### src/rtl/rv32i_types.sv
// rv32i_types: shared types for the RV32I pipeline memory stage.
//   load_align_t  - which lane of the fetched word a load selects
//   cntrl_sigs_t  - per-instruction control bits carried down the pipe
//   ex_mem_reg_t  - EX/MEM pipeline register contents
//   mem_wb_reg_t  - MEM/WB pipeline register contents
//   mem_state_t   - memory stage FSM state
//   mem_req_t     - latched data-cache request
// Helpers: store_shift (lane-shift store data), make_wb (build MEM/WB entry).
package rv32i_types;

  localparam logic [31:0] ADDR_WORD_MASK = 32'hFFFF_FFFC;

  // funct3 encodings of the load instructions
  localparam logic [2:0] F3_LB  = 3'b000;
  localparam logic [2:0] F3_LH  = 3'b001;
  localparam logic [2:0] F3_LW  = 3'b010;
  localparam logic [2:0] F3_LBU = 3'b100;
  localparam logic [2:0] F3_LHU = 3'b101;

  typedef enum logic [2:0] {
    la_nothing,
    la_lw,
    la_lhw_l,
    la_lhw_u,
    la_lb_l,
    la_lb_ml,
    la_lb_mu,
    la_lb_u
  } load_align_t;

  typedef enum logic {
    IDLE,
    REQ
  } mem_state_t;

  typedef struct packed {
    logic        valid_rvfi;
    logic        mem_read;
    logic        mem_write;
    logic        load_reg;
    load_align_t load_align;
  } cntrl_sigs_t;

  typedef struct packed {
    cntrl_sigs_t cntrl_sigs;
    logic [31:0] instruction;
    logic [31:0] pc;
    logic [31:0] pcplus4;
    logic [31:0] alu_out;
    logic [31:0] rs2;
    logic [3:0]  mem_byte_enable;
    logic [4:0]  rd;
  } ex_mem_reg_t;

  typedef struct packed {
    cntrl_sigs_t cntrl_sigs;
    logic [31:0] instruction;
    logic [31:0] pc;
    logic [31:0] pc_plus4;
    logic [31:0] alu_out;
    logic [31:0] mem_addr;
    logic [31:0] mem_wdata;
    logic [31:0] mem_rdata;
    logic [4:0]  rd;
  } mem_wb_reg_t;

  typedef struct packed {
    logic [31:0] addr;
    logic [31:0] wdata;
    logic [3:0]  be;
    logic        read;
    logic        write;
  } mem_req_t;

  // Place store data on the byte lanes addressed by the low address bits;
  // bytes shifted past bit 31 are dropped.
  function automatic logic [31:0] store_shift(input logic [31:0] rs2,
                                              input logic [1:0]  offset);
    return rs2 << {offset, 3'b000};
  endfunction

  function automatic mem_wb_reg_t make_wb(input ex_mem_reg_t ex,
                                          input logic [31:0] wdata,
                                          input logic [31:0] rdata);
    mem_wb_reg_t wb;
    wb             = '0;
    wb.cntrl_sigs  = ex.cntrl_sigs;
    wb.instruction = ex.instruction;
    wb.pc          = ex.pc;
    wb.pc_plus4    = ex.pcplus4;
    wb.alu_out     = ex.alu_out;
    wb.mem_addr    = ex.alu_out;
    wb.mem_wdata   = wdata;
    wb.mem_rdata   = rdata;
    wb.rd          = ex.rd;
    return wb;
  endfunction

endpackage

### src/rtl/mem_stage_load_align.sv
// mem_load_align: combinational load lane select and extension.
// Ports:
//   rdata      in  32  raw word from the data cache
//   load_align in  3   lane selector (load_align_t)
//   funct3     in  3   load funct3; lb/lh sign-extend, lbu/lhu zero-extend
//   value      out 32  aligned, extended load value
// Kept standalone so the RVFI checker can reuse the same alignment rules.
module mem_load_align
  import rv32i_types::*;
(
  input  logic [31:0] rdata,
  input  load_align_t load_align,
  input  logic [2:0]  funct3,
  output logic [31:0] value
);

  logic        sext;
  logic [7:0]  byte_sel;
  logic [15:0] half_sel;

  always_comb begin
    value    = '0;
    byte_sel = '0;
    half_sel = '0;
    sext     = (funct3 == F3_LB) || (funct3 == F3_LH);
    case (load_align)
      la_lw: value = rdata;
      la_lhw_l, la_lhw_u: begin
        half_sel = (load_align == la_lhw_u) ? rdata[31:16] : rdata[15:0];
        value    = {{16{sext & half_sel[15]}}, half_sel};
      end
      la_lb_l, la_lb_ml, la_lb_mu, la_lb_u: begin
        case (load_align)
          la_lb_ml: byte_sel = rdata[15:8];
          la_lb_mu: byte_sel = rdata[23:16];
          la_lb_u:  byte_sel = rdata[31:24];
          default:  byte_sel = rdata[7:0];
        endcase
        value = {{24{sext & byte_sel[7]}}, byte_sel};
      end
      default: value = '0;
    endcase
  end

endmodule

### src/rtl/mem_stage.sv
// mem_stage: memory stage of the 5-stage RV32I pipeline.
// Takes the EX/MEM register, issues registered load/store requests to the
// data cache, stalls upstream until the cache responds, aligns load data and
// produces the MEM/WB register plus the aligned load value.
// Ports:
//   clk, rst             clock, synchronous active-high reset
//   ex_mem_i             EX/MEM register contents
//   dmem_address         word-aligned request address
//   dmem_read/write      request kind, held until dmem_resp
//   dmem_wdata           lane-shifted store data
//   dmem_byte_enable     store byte mask (0 for loads)
//   dmem_rdata           cache read data, valid with dmem_resp
//   dmem_resp            one-cycle completion pulse
//   mem_stall_o          upstream holds EX/MEM and earlier stages while high
//   mem_wb_o             MEM/WB register
//   mem_wb_load_data_o   aligned load value, registered with mem_wb_o
//   error_o              sticky watchdog timeout flag
// Handshake: a request is live while dmem_read or dmem_write is high; all
// dmem_* outputs are stable until the cycle dmem_resp is sampled high, which
// completes it. dmem_resp in any other cycle is ignored.
// FSM state is visible as state_q for checkers.
module mem_stage
  import rv32i_types::*;
#(
  parameter int unsigned TIMEOUT_CYCLES = 1024
) (
  input  logic        clk,
  input  logic        rst,
  input  ex_mem_reg_t ex_mem_i,
  output logic [31:0] dmem_address,
  output logic        dmem_read,
  output logic        dmem_write,
  output logic [31:0] dmem_wdata,
  output logic [3:0]  dmem_byte_enable,
  input  logic [31:0] dmem_rdata,
  input  logic        dmem_resp,
  output logic        mem_stall_o,
  output mem_wb_reg_t mem_wb_o,
  output logic [31:0] mem_wb_load_data_o,
  output logic        error_o
);

  // With the watchdog disabled the counter simply saturates at all-ones.
  localparam logic [31:0] WD_MAX = (TIMEOUT_CYCLES == 0) ? 32'hFFFF_FFFF
                                                        : 32'(TIMEOUT_CYCLES);
  localparam logic WD_ENABLED = (TIMEOUT_CYCLES != 0);

  mem_state_t  state_q, state_d;
  mem_req_t    req_q, req_d;
  mem_wb_reg_t wb_d;
  logic [31:0] load_data_d;
  logic [31:0] wd_cnt_q, wd_cnt_d;
  logic        error_d;

  logic        is_valid;
  logic        is_mem_op;
  logic [31:0] aligned_load;

  assign is_valid  = ex_mem_i.cntrl_sigs.valid_rvfi;
  assign is_mem_op = is_valid &
                     (ex_mem_i.cntrl_sigs.mem_read | ex_mem_i.cntrl_sigs.mem_write);

  assign dmem_address     = req_q.addr;
  assign dmem_read        = req_q.read;
  assign dmem_write       = req_q.write;
  assign dmem_wdata       = req_q.wdata;
  assign dmem_byte_enable = req_q.be;

  mem_load_align u_load_align (
    .rdata      (dmem_rdata),
    .load_align (ex_mem_i.cntrl_sigs.load_align),
    .funct3     (ex_mem_i.instruction[14:12]),
    .value      (aligned_load)
  );

  // Next-state, request, MEM/WB and stall logic. Anything not loaded with a
  // real instruction becomes an all-zero bubble.
  always_comb begin
    state_d     = state_q;
    req_d       = req_q;
    wb_d        = '0;
    load_data_d = '0;
    wd_cnt_d    = wd_cnt_q;
    mem_stall_o = 1'b0;

    case (state_q)
      IDLE: begin
        wd_cnt_d = '0;
        if (is_mem_op) begin
          mem_stall_o = 1'b1;
          state_d     = REQ;
          req_d.addr  = ex_mem_i.alu_out & ADDR_WORD_MASK;
          req_d.read  = ex_mem_i.cntrl_sigs.mem_read;
          req_d.write = ex_mem_i.cntrl_sigs.mem_write;
          req_d.wdata = ex_mem_i.cntrl_sigs.mem_write
                        ? store_shift(ex_mem_i.rs2, ex_mem_i.alu_out[1:0]) : '0;
          req_d.be    = ex_mem_i.cntrl_sigs.mem_write
                        ? ex_mem_i.mem_byte_enable : 4'b0000;
        end else if (is_valid) begin
          wb_d = make_wb(ex_mem_i, 32'h0, 32'h0);
        end
      end

      REQ: begin
        if (dmem_resp) begin
          // ex_mem_i still holds the memory instruction because of the stall.
          state_d     = IDLE;
          req_d.read  = 1'b0;
          req_d.write = 1'b0;
          wd_cnt_d    = '0;
          wb_d        = make_wb(ex_mem_i, req_q.wdata,
                                req_q.read ? dmem_rdata : 32'h0);
          load_data_d = req_q.read ? aligned_load : 32'h0;
        end else begin
          mem_stall_o = 1'b1;
          if (wd_cnt_q != WD_MAX) begin
            wd_cnt_d = wd_cnt_q + 32'd1;
          end
        end
      end

      default: state_d = IDLE;
    endcase

    error_d = error_o | (WD_ENABLED & (wd_cnt_d == WD_MAX));
  end

  always_ff @(posedge clk) begin
    if (rst) begin
      state_q            <= IDLE;
      req_q              <= '0;
      mem_wb_o           <= '0;
      mem_wb_load_data_o <= '0;
      wd_cnt_q           <= '0;
      error_o            <= 1'b0;
    end else begin
      state_q            <= state_d;
      req_q              <= req_d;
      mem_wb_o           <= wb_d;
      mem_wb_load_data_o <= load_data_d;
      wd_cnt_q           <= wd_cnt_d;
      error_o            <= error_d;
    end
  end

endmodule
### config.mk
export PLATFORM = sky130hd
export DESIGN_NAME = mem_stage
export DESIGN_NICKNAME = d
export VERILOG_FILES = /design/src/rtl/rv32i_types.sv /design/src/rtl/mem_stage_load_align.sv /design/src/rtl/mem_stage.sv
export SDC_FILE = /design/constraint.sdc
export NUM_CORES = 1
export LEC_CHECK = 0
export BUFFER_PORTS_ARGS = -buffer_cell sky130_fd_sc_hd__buf_4
export CAP_MARGIN = 30
export CORE_AREA = 2 2 216 218
export CTS_BUF_LIST = sky130_fd_sc_hd__clkbuf_8
export DETAILED_ROUTE_END_ITERATION = 10
export DIE_AREA = 0 0 218 220
export PLACE_DENSITY = 0.57
export SLEW_MARGIN = 20
export SYNTH_ARGS = -nofsm -noshare
export SYNTH_HDL_FRONTEND = slang
export SYNTH_SLANG_ARGS = --single-unit
### constraint.sdc
create_clock -name clk -period 3.1 [get_ports clk]
set_clock_uncertainty 0.1 [all_clocks]
set_input_delay 0.62 -clock clk [delete_from_list [all_inputs] [get_ports clk]]
set_output_delay 0.62 -clock clk [all_outputs]
set_load 0.02 [all_outputs]
==> qor.yml <==
outcome: "finished, final reports clean"
pwr_density_cell_nw_per_um2: 538.3
layout.nets: 1950
timing.rr.start: "wd_cnt_q[1]"
io_pins: 551
critical_path_arrival_ns: 3.29
synth_flop_cell: "dfxtp_1"
yosys.area.top_type: "dfxtp_1"
slew_viol_final: 0
routabilityCongestion: 0.8848
initial_core_util_pct: 26.08
combinationalPowerShare_pct: 10.0
dieWidth_um: 218
grt_max_degree: 99
dpl_cell_area_um2: 16450
cp-end-kind: "flip-flop"
p_seq_share_pct: 47.3
cts_root_buf: "clkbuf_8"
syn-cell-area_um2: 11960
drv_cap: 0
cts_buffer_depth: 3
ant_nets: 0
track_usage_pct: 16.67
rows: 79
path_common_cell: "nand3_1"
htree_levels: 2
fin_cells: 2383
cts_tree: "yes"
synth_area_per_cell_um2: 9.740
grt_remaining_overflow: 0
cp_slowest_cell: "or4_1"
finish.instance_area_um2: 17650
async_flop_share_pct: 0
vdd.ir_drop.worst_v: 0.0003302
die_area_um2: 47960
ys_seq_elements: 338
postCtsSetupBuffers: 0
crit_start: "wd_cnt_q[1]"
clk_latency_ns: 0.63
grt_pass1_vias: 10140
antenna_found_initial: 1
tightest_slew_ns: 0.8474
layout-drive-gt1-share_pct: 38.51
dp_hpwl_um: 31550
drt_iter0_drc: 565
setup_violations: 0
hold_viol_final: 0
cts.sinks: 338
switching_share_pct: 25.05
leakagePower_nw: 8.029
drt_wl_total_um: 42630
synth_edf_count: 0
ys_types: 56
hold_path.class: "in -> reg"
power_switching_mw: 2.379
drc_errors: 0
port_buffers: 548
path_cells: "ha_1 -> nand3_1 -> or4_1 -> o31a_1 -> o21ai_1 -> nand3_1 -> o41ai_2 -> o21a_1"
numCtsBuffers: 61
cts.clk_slew.worst_paths_ns: 0.06
fmax_mhz: 355.2
ctsResizeCount: 0
grt_pass1_wl_um: 61490
ys_seq_area_share_pct: 56.57
drtPass1Iterations: 5
final.setup.tns_ns: 0
place_inst: 2281
synthCells: 1228
synth_area_leaders: "dfxtp_1, and2_1, nand2_1"
critPathMaxStageDelay_ns: 0.62
area_delta_synth_final_pct: 47.54
wl_per_cell_um: 17.89
hp-start: "ex_mem_i[103]"
startpoint_type: "flip-flop"
slew_headroom_pct: 43.51
critPathKind: "reg -> reg"
min_period_over_period_pct: 90.82
ctsHoldBuffers: 0
grt_setup_unrepaired: "false"
yosysTopAreaCellShare_pct: 56.57
worstPathMaxFanout: 8
dieHeight_um: 220
antenna_cells: 0
vias_per_cell: 4.403
fin_crit_ns: 2.815
vias: 10490
cp_data_required_time_ns: 3.57
core_area_um2: 45860
p_int_mw: 7.120
clockPowerShare_pct: 42.7
yosys_warnings: 0
-- synthesized netlist by cell type (18+ instances only) --
master / number
and3_1: 38
a22oi_1: 42
buf_4: 34
clkbuf_1: 79
o21ai_0: 31
mux2_2: 21
and2_1: 176
dfxtp_1: 338
nand2_1: 125
nor2_1: 76
a21oi_1: 70
mux2i_1: 21
xnor2_1: 18
-- per-stage QoR --
stage | utilization [%] | hold WS, ns | total power, mW | setup slack, ns
after floorplan | - | 0.4104 | 5.019 | 0.5492
after global placement | 35.87 | 0.3434 | 5.530 | 0.3640
after detailed placement | 35.87 | 0.3474 | 5.542 | 0.2846
after CTS | 38.46 | 0.01291 | 9.674 | 0.2789
after global routing | 38.47 | 0.02807 | 9.933 | 0.06971
final | 38.47 | 0.08925 | 9.499 | 0.2845
-- power by group through the flow --
stage                     Combinational [mW]  Clock, mW  Sequential [mW]
final                                  0.947       4.06             4.50
after global routing                    1.02       4.41             4.50
after CTS                              0.956       4.22             4.50
after detailed placement               0.953          0             4.59
after global placement                 0.945          0             4.59
after floorplan                        0.318          0             4.70
-- final timing paths --
check | cells after the start | slack (ns) | to
hold reg to reg | 2 | 0.35 | dmem_address[23]
setup / recovery | 8 | 0.28 | error_o
hold / removal | 2 | 0.09 | mem_wb_o[163]
setup reg to reg | 8 | 0.28 | error_o
-- kinds of logic after synthesis --
| group | share of synthesized area (%) |
|---|---|
| compound gates | 9.583 |
| xor+xnor | 2.343 |
| fa+ha+maj | 0.2092 |
| buf+inv | 5.105 |
| flops | 56.57 |
| mux | 3.923 |
| other cells | 0.03135 |
| simple gates | 22.23 |
-- cells in the final DEF (no fill, tap or decap), types with 11 or more instances in the layout --
| master | count |
|---|---|
| buf_4 | 565 |
| dfxtp_1 | 338 |
| and2_1 | 176 |
| nand2_1 | 125 |
| nor2_1 | 75 |
| clkbuf_8 | 75 |
| a21oi_1 | 69 |
| a22oi_1 | 42 |
| and3_1 | 38 |
| o21ai_0 | 31 |
| inv_1 | 25 |
| mux2_2 | 21 |
| mux2i_1 | 21 |
| xnor2_1 | 18 |
| xor2_1 | 14 |
| nand3_1 | 13 |
| nor4_1 | 13 |
| nand4_1 | 11 |
-- area by class of cell --
type,instances,area [um2]
fillers,4639,28220
multi-input cells,764,4648
flip-flops and latches,338,6766
inverters,6,22.52
clock inverters,27,155.1
well taps,607,759.5
repair buffers,566,4262
clock buffers,75,1032
-- sequential cells by signal (all words and copies together) (netlist names), 4 cells and up --
name,count
dmem_wdata,32
dmem_byte_enable,4
mem_wb_load_data_o,32
wd_cnt_q,32
mem_wb_o,204
dmem_address,30
-- worst max-delay path, delay by kind of cell, from the launching register on --
family / cells / cell delay [ns]
compound gates: 4 / 1.01
simple gates: 3 / 0.93
flops: 1 / 0.45
fa+ha+maj: 1 / 0.29
-- per-layer routing --
layer / routed length [um] / global-route usage (%) / up-vias
met1: 17660 / 20.52 / 4895
met3: 3436 / 4.969 / 77
met4: 1269 / 6.372 / 2
met5: 13 / 0 / -
met2: 20250 / 27.38 / 405
li1: - / - / 5113
(Power assumes the default switching activity.)
